**src/rtl/patgen_pkg.sv**
```systemverilog
// Shared types and default constants for the pattern row generator.
package patgen_pkg;

    // Row update rule selected at frame start
    typedef enum logic {
        MODE_LFSR   = 1'b0,
        MODE_RULE90 = 1'b1
    } mode_e;

    // Frame sequencing state
    typedef enum logic {
        IDLE = 1'b0,
        RUN  = 1'b1
    } state_e;

    // Common maximal-length tap masks
    localparam logic [7:0]  TAPS_8  = 8'hB8;
    localparam logic [15:0] TAPS_16 = 16'hB400;

endpackage : patgen_pkg

```
**src/rtl/patgen_next_row.sv**
```systemverilog
// Combinational next-row function: Fibonacci LFSR step or rule-90 CA step.
module patgen_next_row
    import patgen_pkg::*;
#(
    parameter int unsigned      WIDTH = 8,
    parameter logic [WIDTH-1:0] TAPS  = WIDTH'(TAPS_8)
) (
    input  logic [WIDTH-1:0] row,
    input  mode_e            mode,
    output logic [WIDTH-1:0] next_c
);

    // Zero-padded copy gives the null boundary cells r[-1] and r[WIDTH]
    logic [WIDTH+1:0] padded;
    assign padded = {1'b0, row, 1'b0};

    // Select the update rule for the current row
    always_comb begin
        next_c = '0;
        case (mode)
            MODE_LFSR: begin
                next_c = {row[WIDTH-2:0], ^(row & TAPS)};
            end
            MODE_RULE90: begin
                for (int i = 0; i < int'(WIDTH); i++) begin
                    next_c[i] = padded[i] ^ padded[i+2];
                end
            end
            default: begin
                next_c = row;
            end
        endcase
    end

endmodule : patgen_next_row

```
**src/rtl/pattern_row_gen.sv**
```systemverilog
// Frame-based row generator over a valid/ready stream.
// Optional build macro: PATGEN_LOCKUP_RECOVER_EN (replace a zero LFSR seed with 1).
module pattern_row_gen
    import patgen_pkg::*;
#(
    parameter int unsigned      WIDTH = 8,
    parameter logic [WIDTH-1:0] TAPS  = WIDTH'(TAPS_8),
    parameter logic [WIDTH-1:0] SEED  = WIDTH'(8'h01),
    parameter int unsigned      ROWS  = 8,
    localparam int unsigned     IDXW  = (ROWS > 1) ? $clog2(ROWS) : 1
) (
    input  logic             clk,
    input  logic             rst,
    input  logic             mode_i,
    input  logic [WIDTH-1:0] seed_i,
    input  logic             seed_we_i,
    input  logic             start_i,
    output logic             busy_o,
    output logic [WIDTH-1:0] row_o,
    output logic             row_valid_o,
    input  logic             row_ready_i,
    output logic [IDXW-1:0]  row_idx_o,
    output logic             frame_last_o,
    output logic             lockup_o
);

    state_e           state_q, state_d;
    mode_e            mode_q;
    logic [WIDTH-1:0] seed_q;
    logic [WIDTH-1:0] row_q;
    logic [WIDTH-1:0] row_next;
    logic [WIDTH-1:0] seed_src;
    logic [WIDTH-1:0] load_val;
    logic [IDXW-1:0]  idx_q;
    logic             frame_last_q;
    logic             handshake;
    logic             idx_last;
    logic             load;
    logic             advance;
    logic             finish;

    assign handshake = (state_q == RUN) && row_ready_i;
    assign idx_last  = (idx_q == IDXW'(ROWS - 1));
    assign seed_src  = seed_we_i ? seed_i : seed_q;

    // State register
    always_ff @(posedge clk or posedge rst) begin
        if (rst) begin
            state_q <= IDLE;
        end else begin
            state_q <= state_d;
        end
    end

    // Next-state logic
    always_comb begin
        state_d = state_q;
        case (state_q)
            IDLE:    if (start_i) state_d = RUN;
            RUN:     if (handshake && idx_last) state_d = IDLE;
            default: state_d = IDLE;
        endcase
    end

    // Datapath control decoded from the current state
    always_comb begin
        load    = 1'b0;
        advance = 1'b0;
        finish  = 1'b0;
        case (state_q)
            IDLE: begin
                load = start_i;
            end
            RUN: begin
                advance = handshake && !idx_last;
                finish  = handshake && idx_last;
            end
            default: begin
                load = 1'b0;
            end
        endcase
    end

`ifdef PATGEN_LOCKUP_RECOVER_EN
    logic lock_hit;
    logic lockup_q;

    assign lock_hit = (mode_e'(mode_i) == MODE_LFSR) && (seed_src == '0);
    assign load_val = lock_hit ? WIDTH'(1) : seed_src;

    // One-cycle pulse aligned with the first row of a recovered frame
    always_ff @(posedge clk or posedge rst) begin
        if (rst) begin
            lockup_q <= 1'b0;
        end else begin
            lockup_q <= load && lock_hit;
        end
    end

    assign lockup_o = lockup_q;
`else
    assign load_val = seed_src;
    assign lockup_o = 1'b0;
`endif

    // Seed register, writable in any state
    always_ff @(posedge clk or posedge rst) begin
        if (rst) begin
            seed_q <= SEED;
        end else if (seed_we_i) begin
            seed_q <= seed_i;
        end
    end

    // Row, index, mode and last-row flag; all held while the sink stalls
    always_ff @(posedge clk or posedge rst) begin
        if (rst) begin
            row_q        <= SEED;
            idx_q        <= '0;
            mode_q       <= MODE_LFSR;
            frame_last_q <= 1'b0;
        end else if (load) begin
            row_q        <= load_val;
            idx_q        <= '0;
            mode_q       <= mode_e'(mode_i);
            frame_last_q <= (ROWS == 1);
        end else if (advance) begin
            row_q        <= row_next;
            idx_q        <= idx_q + 1'b1;
            frame_last_q <= ((idx_q + 1'b1) == IDXW'(ROWS - 1));
        end else if (finish) begin
            frame_last_q <= 1'b0;
        end
    end

    patgen_next_row #(
        .WIDTH (WIDTH),
        .TAPS  (TAPS)
    ) u_next_row (
        .row    (row_q),
        .mode   (mode_q),
        .next_c (row_next)
    );

    assign busy_o       = (state_q == RUN);
    assign row_valid_o  = (state_q == RUN);
    assign row_o        = row_q;
    assign row_idx_o    = idx_q;
    assign frame_last_o = frame_last_q;

endmodule : pattern_row_gen

```
**config.mk**
```make
export PLATFORM = sky130hd
export DESIGN_NAME = pattern_row_gen
export DESIGN_NICKNAME = d
export VERILOG_FILES = /design/src/rtl/patgen_pkg.sv /design/src/rtl/patgen_next_row.sv /design/src/rtl/pattern_row_gen.sv
export SDC_FILE = /design/constraint.sdc
export NUM_CORES = 1
export LEC_CHECK = 0
export BUFFER_PORTS_ARGS = -buffer_cell sky130_fd_sc_hd__buf_2
export CORE_MARGIN = 10
export CORE_UTILIZATION = 45
export DETAILED_ROUTE_END_ITERATION = 8
export PLACE_DENSITY = 0.75
export SETUP_SLACK_MARGIN = 0.1
export SLEW_MARGIN = 10
export SYNTH_ARGS = -nofsm -noshare
export SYNTH_HDL_FRONTEND = slang
export SYNTH_SLANG_ARGS = --single-unit
```
**constraint.sdc**
```tcl
create_clock -name clk -period 2.4 [get_ports clk]
set_input_delay 0.48 -clock clk [delete_from_list [all_inputs] [get_ports clk]]
set_output_delay 0.48 -clock clk [all_outputs]
set_load 0.05 [all_outputs]
```
Word level (Yosys, flattened, before mapping)
Cells that the tools add are included. W data, S select, Z words.

Register bits: 22. Latch bits: 0. Memory bits (writable): 0. Memory bits (read-only): 0. Output and inout bits: 15. Logic and storage cells: 39. Memories kept: 0.

$add $sub $neg: 1. Multipliers: 0. Divide/modulo/power cells: 0. Order comparisons: 0. Equality and inequality tests: 2. Shift-type cells: 0. Muxes and demuxes: 15. Bitwise operators: 8. Reductions and logical operators: 7.

Operators with widths (count): $mux W8 (3); $pmux W8 S2 (1); $mux W1 (8); $reduce_xor A8 Y1 (1); $eq A3 B3 Y1 const B (2); $mux W3 (2); $xor A1 B1 Y1 (6); $add A3 B1 Y3 const B (1); $logic_and A1 B1 Y1 (3); $reduce_bool A3 Y1 (1); $not A1 Y1 (2); $pmux W1 S2 (1); $reduce_bool A2 Y1 (1); $logic_not A1 Y1 (1).

Longest topological paths before layout
Gate-level depths: netlist (run 1).

Depth in word-level cells: 6. Mapped depth: 7.

Modules after synthesis
A second synthesis (run 1) with hierarchy kept.

Cell total of the unflattened synthesis: 116. Area, all modules: 1111.1 um2.

By module, submodules not included: pattern_row_gen (times used 1, cells an instance 97, area each 988.4 um2); patgen_next_row (times used 1, cells an instance 19, area each 122.6 um2).

Worst setup path before layout (run 1)
No wires, ideal clock.

Path kind: register to register. Start: register idx_q[0], in the netlist row_idx_o[0]. End: register row_q[3], in the netlist row_o[3]. Library setup time: 0.127 ns. Arrival time: 1.676 ns. Path slack: 0.597 ns. Cell stages (with the launch flop): 8. Buffers on the path: 1. Clock period less this slack: 1.803 ns. Path through: dfrtp_1 ha_1 ha_1 and3b_1 buf_6 nor2_8 a22oi_1 o21ai_1.

Word-level cells in the longest chain between the ends: 5.

Ends and longest elaborated chain: start: declaration (RTL line pattern_row_gen.sv:34) `logic [IDXW-1:0] idx_q;`; start signal: assignment (RTL line pattern_row_gen.sv:129) `idx_q <= idx_q + 1'b1;`; $eq A3 B3 Y1 (RTL line pattern_row_gen.sv:43) `assign idx_last = (idx_q == IDXW'(ROWS - 1));`; $logic_not A1 Y1 (RTL line pattern_row_gen.sv:75) `advance = handshake && !idx_last;`; $logic_and A1 B1 Y1 (RTL line pattern_row_gen.sv:75); $mux W1 (RTL line pattern_row_gen.sv:70) `case (state_q)`; $reduce_bool A2 Y1 (no line); end signal: assignment (RTL line pattern_row_gen.sv:123) `row_q <= load_val;`; end signal: assignment (RTL line pattern_row_gen.sv:128) `row_q <= row_next;`; end: declaration (RTL line pattern_row_gen.sv:30) `logic [WIDTH-1:0] row_q;`.

Every way passes these cells. A chain may end at the register's enable or synchronous reset.

Final worst setup path (run 1)
Start: register idx_q[0], in the netlist row_idx_o[0]. End: register row_q[2], in the netlist row_o[2].

The elaborated chain is that of the path after synthesis.

==> run_results.csv, run 1 <==
group,metric,value,unit
status,status,"finished, final reports clean",
pwr,ir_worst_vdd,0.7919,mV
die,dieWidth,69.16,um
drt,dr.pass1.iters,5,
setup_path,reg2regPathDepth,6,
placement,finalWeightedCongestion,0.8203,
worst_hold_path,hold_class,"primary input to async pin",
setup_path,critical_path_required,2600,ps
pwr,power_leakage,0.6048,nW
grt,grt_max_degree,23,
grt,grt_usage,0.09665,
setup_path,end_kind,"register",
timing,setup_viol,0,
die,core,0.002255,mm^2
grt,grt_pass1_vias,864,
drt,drc,0,
timing,rsz0062_at_grt,"false",
finish,diodes,0,
synthesis,ys_seq_area_frac,0.5086,
grt,use_met3,0.03566,
setup_path,worstSetupPathType,"register to register",
synthesis,synth_seq_cells,22,
clocking,cts_setup_buffers,0,
synthesis,syn-num-nets,116,
die,initial_core_util,0.4822,
timing,hold_viol,0,
grt,use_met2,0.1643,
finish,syn_to_final_growth,16.11,%
drt,wirelength,2271,um
finish,multiInputGateArea,471.7,um^2
grt,top_usage_layer,"met2",
synthesis,synthFlopType,"dfrtp_1",
setup_path,r2r_end,"row_o[2]",
die,fp-row-count,17,
timing,relSlewSlack,0.4604,
setup_path,startpoint,"row_idx_o[0]",
die,die_area,0.004782,mm^2
setup_path,r2r_slack,600,ps
timing,finalWorstPathRequiredPeriod,1797,ps
grt,grt_pass1_wl,3919,um
timing,setup_slack,603.2,ps
synthesis,ys_types,25,
die,num_io_pins,29,
finish,fin_nets,142,
finish,ff_latch_area,553.0,um^2
drt,via_per_inst,5.283,
placement,hpwl,1714,um
setup_path,r2r_start,"row_idx_o[0]",
pwr,cellPowerDensity,1396,mW/mm^2
die,die_h,69.16,um
timing,fin_hold_ws,291.5,ps
placement,place_ws,617.2,ps
synthesis,netlist_instances,99,
clocking,clockBufferDepth,2,
clocking,h-tree-depth,1,
timing,setup_tns,0,ps
drt,avgRoutedWirePerCell,14.94,um
finish,num-fill-cells,229,
drt,dr_total_vias,803,
clocking,clockRootBuffer,"clkbuf_4",
grt,overflow,0,
pwr,power,1.763,mW
placement,port_buffers,27,
clocking,ctsHoldBuffers,0,
clocking,insertion_delay,320,ps
grt,antenna_found_initial,0,
clocking,cts.repair.resized,0,
clocking,cts_tree,"built",
grt,grt_use_met1,0.09908,
run,drv_cap,0,
drt,ant_nets,0,
synthesis,syn_area,0.001087,mm^2
finish,drive_gt1_frac,0.3468,
clocking,clock_sinks,22,
timing,fin_crit_sh,0.7487,
clocking,clk_pin_slew,130,ps
setup_path,critPathArrivalTime,2000,ps
timing,skew,13.53,ps
timing,slew_violations,0,
timing,tightest_slew,808.5,ps
synthesis,avgSynthCellArea,10.98,um^2
synthesis,ys_async_sr_fraction,1.000,
synthesis,synth_edf_count,0,
clocking,cts_made_buffers,3,
setup_path,cp-start-kind,"register",
timing,fmax,556.5,MHz
drt,drtIter0Drc,20,
setup_path,crit_path_max_fanout,8,
synthesis,yosys_warnings,0,
==> worst max path at each step <==
stage / endpoint / slack [ps]
after global placement: row_o[3] / 700
after floorplan: row_o[3] / 600
after global routing: row_o[4] / 470
after detailed placement: row_o[2] / 620
final: row_o[2] / 600
after CTS: row_o[2] / 600
==> Yosys cell counts, drive strengths merged, types with 2 or more instances <==
library cell,number,area share
nand3,5,0.023
dfstp,2,0.048
nand2b,2,0.012
ha,3,0.035
xor2,7,0.056
nor2,2,0.022
o21ai,9,0.041
a22oi,7,0.048
xnor2,2,0.016
inv,2,0.0069
buf,7,0.051
nand2,17,0.059
mux2,8,0.086
dfrtp,20,0.46
==> cell families (layout without fill, tap and decap cells) <==
logic type	Yosys count	in the layout	share of synthesized area
buffers and inverters	9	34	0.05754
xor gates and xnor gates	9	9	0.07250
and+or+nand+nor	29	29	0.1346
other	1	1	0.003449
DFF	22	22	0.5086
adders and majority gates	3	3	0.03453
AOI/OAI and AO/OA	18	18	0.1024
muxes	8	8	0.08631
==> per-layer routing <==
layer | share of wire | up-vias
met5 | 0 | -
met4 | 0.017 | 0
met3 | 0.074 | 5
met2 | 0.50 | 22
met1 | 0.41 | 393
li1 | - | 383
==> power breakdown <==
group / total [mW] / leakage [nW] / internal (mW) / switching (mW)
sequential: 0.631 / 0.264 / 0.495 / 0.136
combinational: 0.846 / 0.313 / 0.258 / 0.587
clock: 0.286 / 0.0279 / 0.169 / 0.117
==> sequential cells by signal (all words and copies together), names as in the netlist <==
name          flops
row_o             8
seed_q            8
mode_q            1
frame_last_o      1
row_idx_o         3
busy_o            1
==> per-stage QoR <==
stage	instances	area [um^2]	util
6_report	152	1262	0.5599
5_1_grt	152	1262	0.5599
4_1_cts	152	1262	0.5599
3_5_place_dp	148	1210	0.5366
3_3_place_gp	148	1210	0.5366
2_1_floorplan	99	1087	-
==> placed cells by master, fill, tap and decap left out, types with 2 or more instances in the layout <==
cell type / instances
a22oi_1: 7
buf_2: 27
clkbuf_4: 3
dfrtp_1: 20
dfstp_2: 2
ha_1: 3
inv_1: 2
mux2_2: 7
nand2_1: 17
nand2b_1: 2
nand3_1: 5
o21ai_1: 8
xnor2_1: 2
xor2_1: 7
==> final cells by class <==
| type | instances | share of cell area |
|---|---|---|
| Sequential cell | 22 | 0.4381 |
| Multi-Input combinational cell | 68 | 0.3736 |
| Timing Repair Buffer | 28 | 0.1130 |
| Tap cell | 28 | 0.02775 |
| Clock inverter | 1 | 0.02379 |
| Clock buffer | 3 | 0.01784 |
| Inverter | 2 | 0.005946 |
==> critical path, cell delays in order (launching register included) <==
cell	delay, ps
dfrtp_1	440
ha_1	210
ha_1	200
and3b_1	430
nor2_8	100
a22oi_1	210
o21ai_1	100
(Power assumes the default switching activity.)
==> run 2, diff against run 1 <==
==> constraint.sdc (replaced) <==
create_clock -name clk -period 1.8 [get_ports clk]
set_input_delay 0.36 -clock clk [delete_from_list [all_inputs] [get_ports clk]]
set_output_delay 0.36 -clock clk [all_outputs]
set_load 0.05 [all_outputs]
==> run_results.csv, run 2 (synthesis results as in run 1) <==
group,metric,value,unit
timing,slew_violations,0,
drt,drtIter0Drc,23,
setup_path,critPathArrivalTime,1790,ps
drt,dr_total_vias,792,
timing,finalWorstPathRequiredPeriod,1610,ps
clocking,cts_made_buffers,3,
setup_path,end_kind,"register",
clocking,clk_pin_slew,120,ps
die,num_io_pins,29,
drt,wirelength,2342,um
grt,antenna_found_initial,0,
grt,grt_pass1_vias,853,
setup_path,worstSetupPathType,"register to register",
timing,fin_crit_sh,0.8944,
die,fp-row-count,17,
finish,syn_to_final_growth,17.95,%
setup_path,crit_path_max_fanout,8,
setup_path,cp-start-kind,"register",
status,status,"finished, final reports clean",
finish,layout_common_cells,"27 x buf_2, 18 x dfrtp_1, 17 x nand2_1, 8 x o21ai_1",
die,die_h,69.16,um
grt,grt_pass1_wl,3953,um
finish,layout_commonest_cell,"buf_2",
clocking,clockRootBuffer,"clkbuf_4",
drt,ant_nets,0,
clocking,clockBufferDepth,2,
timing,setup_tns,0,ps
clocking,cts_tree,"built",
pwr,power_leakage,0.6090,nW
clocking,insertion_delay,300,ps
finish,fin_nets,146,
finish,diodes,0,
finish,drive_gt1_frac,0.3906,
clocking,h-tree-depth,1,
timing,setup_slack,190.1,ps
drt,dr.pass1.iters,4,
worst_hold_path,hold_class,"primary input to register",
placement,port_buffers,27,
pwr,ir_worst_vdd,1.222,mV
die,core,0.002255,mm^2
timing,setup_viol,0,
setup_path,critical_path_required,1980,ps
timing,fmax,621.2,MHz
timing,skew,11.82,ps
drt,via_per_inst,5.077,
placement,place_ws,144.5,ps
placement,finalWeightedCongestion,0.8181,
timing,hold_viol,0,
drt,drc,0,
drt,avgRoutedWirePerCell,15.01,um
die,initial_core_util,0.4822,
run,drv_cap,0,
timing,rsz0062_at_grt,"false",
grt,grt_usage,0.09689,
grt,overflow,0,
die,dieWidth,69.16,um
pwr,cellPowerDensity,1751,mW/mm^2
die,die_area,0.004782,mm^2
grt,grt_max_degree,16,
clocking,clock_sinks,22,
placement,hpwl,1832,um
[run 2: cell count changes in the layout (fill, tap and decap cells not counted), moves of 2 or more]
cell	before	now
a22oi_1	7	5
dfrtp_1	20	18
dfrtp_2	0	2
buf_4	1	4
a22oi_2	0	2
[run 2: layout make-up]
type | count | area, um^2
fillers | 211 | 972.2
flip-flops and latches | 22 | 555.5
multi-input cells | 68 | 483.0
repair buffers | 32 | 175.2
well taps | 28 | 35.03
clock buffers | 4 | 26.28
inverters | 2 | 7.507
[run 2: power breakdown]
group          leakage, nW  switching (mW)  total (mW)  internal (mW)
clock network       0.0150           0.143       0.229         0.0863
logic                0.332           0.791        1.17          0.375
registers            0.262           0.186       0.850          0.664
total                0.609            1.12        2.25           1.13
[run 2: worst max-delay path, stage by stage, from the launching register on]
cell	delay [ps]
dfrtp_2	450
ha_1	200
ha_1	190
and3b_2	300
nor2_8	70
a22oi_1	170
o21ai_1	90
[run 2: path summary, 6_finish.rpt]
| path | start | endpoint | slack, ps | cells after the start |
|---|---|---|---|---|
| min in group asynchronous | rst | frame_last_o | 520 | 3 |
| hold / removal | row_ready_i | busy_o | 250 | 2 |
| max in group asynchronous | rst | seed_q[0] | 710 | 4 |
| hold reg to reg | frame_last_o | frame_last_o | 500 | 2 |
| setup reg to reg | row_idx_o[0] | row_o[1] | 190 | 6 |
| setup / recovery | row_idx_o[0] | row_o[1] | 190 | 6 |
[run 2: layer usage]
layer | share of wire | GRT usage | up-vias | wire length (um)
met2 | 0.48 | 0.1603 | 22 | 1117
li1 | - | - | 393 | -
met4 | 0.012 | 0.04656 | 0 | 28
met1 | 0.44 | 0.1064 | 375 | 1033
met3 | 0.070 | 0.03566 | 2 | 163
met5 | 0 | 0 | - | 0
[run 2: through the flow]
stage	total power, mW	hold slack [ps]	area [um^2]	util	std cells
after floorplan	1.750	347.6	1090	-	99
after global placement	1.969	317.3	1227	0.5444	150
after detailed placement	2.007	322.1	1227	0.5444	150
after CTS	2.244	240.0	1264	0.5605	155
after global routing	2.404	239.8	1282	0.5688	156
final	2.245	245.6	1282	0.5688	156
[run 2: what timing repair did]
item,4_1_cts,5_1_grt
hold buffers,1,0
endpoints found under the hold margin,6,0
setup endpoints to repair,0,7
setup buffers,0,1
resized for setup,0,3
==> run 3, diff against run 2 <==
--- a/config.mk
+++ b/config.mk
@@ -5,6 +5,7 @@
 export SDC_FILE = /design/constraint.sdc
 export NUM_CORES = 1
 export LEC_CHECK = 0
+export ABC_CLOCK_PERIOD_IN_PS = 1800
 export BUFFER_PORTS_ARGS = -buffer_cell sky130_fd_sc_hd__buf_2
 export CORE_MARGIN = 10
 export CORE_UTILIZATION = 45
==> constraint.sdc (replaced) <==
create_clock -name clk -period 1.8 [get_ports clk]
set_input_delay 0.36 -clock clk [delete_from_list [all_inputs] [get_ports clk]]
set_output_delay 0.36 -clock clk [all_outputs]
set_load 0.005 [all_outputs]
==> run_results.csv, run 3 (synthesis results as in run 1) <==
group,metric,value,unit
timing,setup_tns,0,ps
pwr,power.switching,679.8,uW
timing,rsz0062_at_grt,"false",
grt,grt_pass1_wl,4022,um
setup_path,crit_path_max_fanout,8,
pwr,cellPowerDensity,1497,mW/mm^2
setup_path,worstSetupPathType,"register to register",
timing,finalWorstPathRequiredPeriod,1611,ps
drt,dr_total_vias,802,
clocking,clockBufferDepth,2,
clocking,clockRootBuffer,"clkbuf_4",
timing,fin_crit_sh,0.8952,
setup_path,r2r_start,"row_idx_o[0]",
placement,dpl_cell_area,0.001225,mm^2
setup_path,reg2regPathDepth,6,
drt,drc,0,
placement,hpwl,1756,um
clocking,h-tree-depth,1,
worst_hold_path,hold_class,"primary input to async pin",
finish,layout_commonest_cell,"buf_2",
finish,utilization,0.5705,
pwr,power_frac_seq,0.436,
finish,layout_common_cells,"27 x buf_2, 20 x dfrtp_1, 17 x nand2_1, 8 x o21ai_1",
pwr,power_frac_clock,0.198,
grt,grt_pass1_vias,850,
clocking,cts_tree,"built",
finish,diodes,0,
pwr,power_leakage,0.6192,nW
finish,num-fill-cells,213,
grt,grt_max_degree,23,
status,status,"finished, final reports clean",
clocking,ctsHoldBuffers,0,
setup_path,critical_path_required,2000,ps
die,dieWidth,69.16,um
setup_path,end_kind,"register",
run,drv_cap,0,
setup_path,r2r_end,"row_o[2]",
timing,setup_viol,0,
drt,avgRoutedWirePerCell,15.35,um
placement,finalWeightedCongestion,0.8151,
drt,via_per_inst,5.174,
pwr,combPwrFrac,0.367,
drt,wirelength,2379,um
drt,dr.pass1.iters,4,
setup_path,startpoint,"row_idx_o[0]",
grt,antenna_found_initial,0,
die,die_h,69.16,um
finish,finish.instance_area,0.001286,mm^2
die,initial_core_util,0.4822,
grt,top_usage_layer,"met2",
timing,fin_hold_ws,57.95,ps
die,num_io_pins,29,
timing,skew,7.843,ps
grt,use_met3,0.03138,
finish,drive_gt1_frac,0.3701,
grt,grt_usage,0.1000,
pwr,switching_share,0.3530,
clocking,insertion_delay,310,ps
timing,slew_violations,0,
grt,use_met2,0.1613,
drt,ant_nets,0,
die,die_area,0.004782,mm^2
clocking,clk_pin_slew,130,ps
clocking,clock_sinks,22,
grt,overflow,0,
pwr,ir_worst_vdd,0.7010,mV
pwr,power,1.926,mW
die,fp-row-count,17,
grt,grt_use_met1,0.1154,
finish,fin_nets,145,
clocking,cts_made_buffers,3,
drt,drtIter0Drc,38,
timing,fmax,620.6,MHz
setup_path,cp-start-kind,"register",
die,core,0.002255,mm^2
placement,port_buffers,27,
setup_path,r2r_slack,190,ps
finish,syn_to_final_growth,18.30,%
timing,hold_viol,0,
setup_path,critPathArrivalTime,1810,ps
pwr,internal_power,1.246,mW
## run 3: worst max-delay path by stage
stage                     endpoint  cells after the start
after CTS                 row_o[2]                      6
after global placement    row_o[3]                      6
final                     row_o[2]                      6
after floorplan           row_o[1]                      7
after global routing      row_o[2]                      6
after detailed placement  row_o[2]                      6
## run 3: layout make-up
cell class,instances,area (um^2),area share
clock inverters,1,30.03,0.02335
flip-flops and latches,22,553.0,0.4300
clock buffers,3,22.52,0.01751
multi-input cells,68,473.0,0.3677
repair buffers,31,165.2,0.1284
inverters,2,7.507,0.005837
well taps,28,35.03,0.02724
## run 3: power by group through the flow
stage	clock, mW	sequential, mW	combinational, mW
floorplan	0	0.814	0.486
global placement	0	0.841	0.673
detailed placement	0	0.852	0.683
CTS	0.388	0.842	0.699
global route	0.415	0.864	0.816
finish	0.381	0.839	0.706
## run 3: per-layer routing
metal,part of all wire,up-vias
met1,0.43,397
met3,0.050,2
met4,0.0088,0
met2,0.51,15
li1,-,388
met5,0,-
## run 3: per-stage QoR
stage / setup WS (ps) / std cells
after floorplan: 254.7 / 99
after global placement: 196.0 / 150
after detailed placement: 140.6 / 150
after CTS: 114.7 / 154
after global routing: 111.5 / 155
final: 188.7 / 155
## run 3: what timing repair did
item,CTS,global route
setup buffers,0,1
setup endpoints to repair,0,6
gates resized for setup,0,1
## run 3: worst max-delay path: stages (launching register included)
cell	delay [ps]
dfrtp_1	430
ha_1	210
ha_1	200
and3b_2	310
nor2_8	70
a22oi_1	190
o21ai_1	90
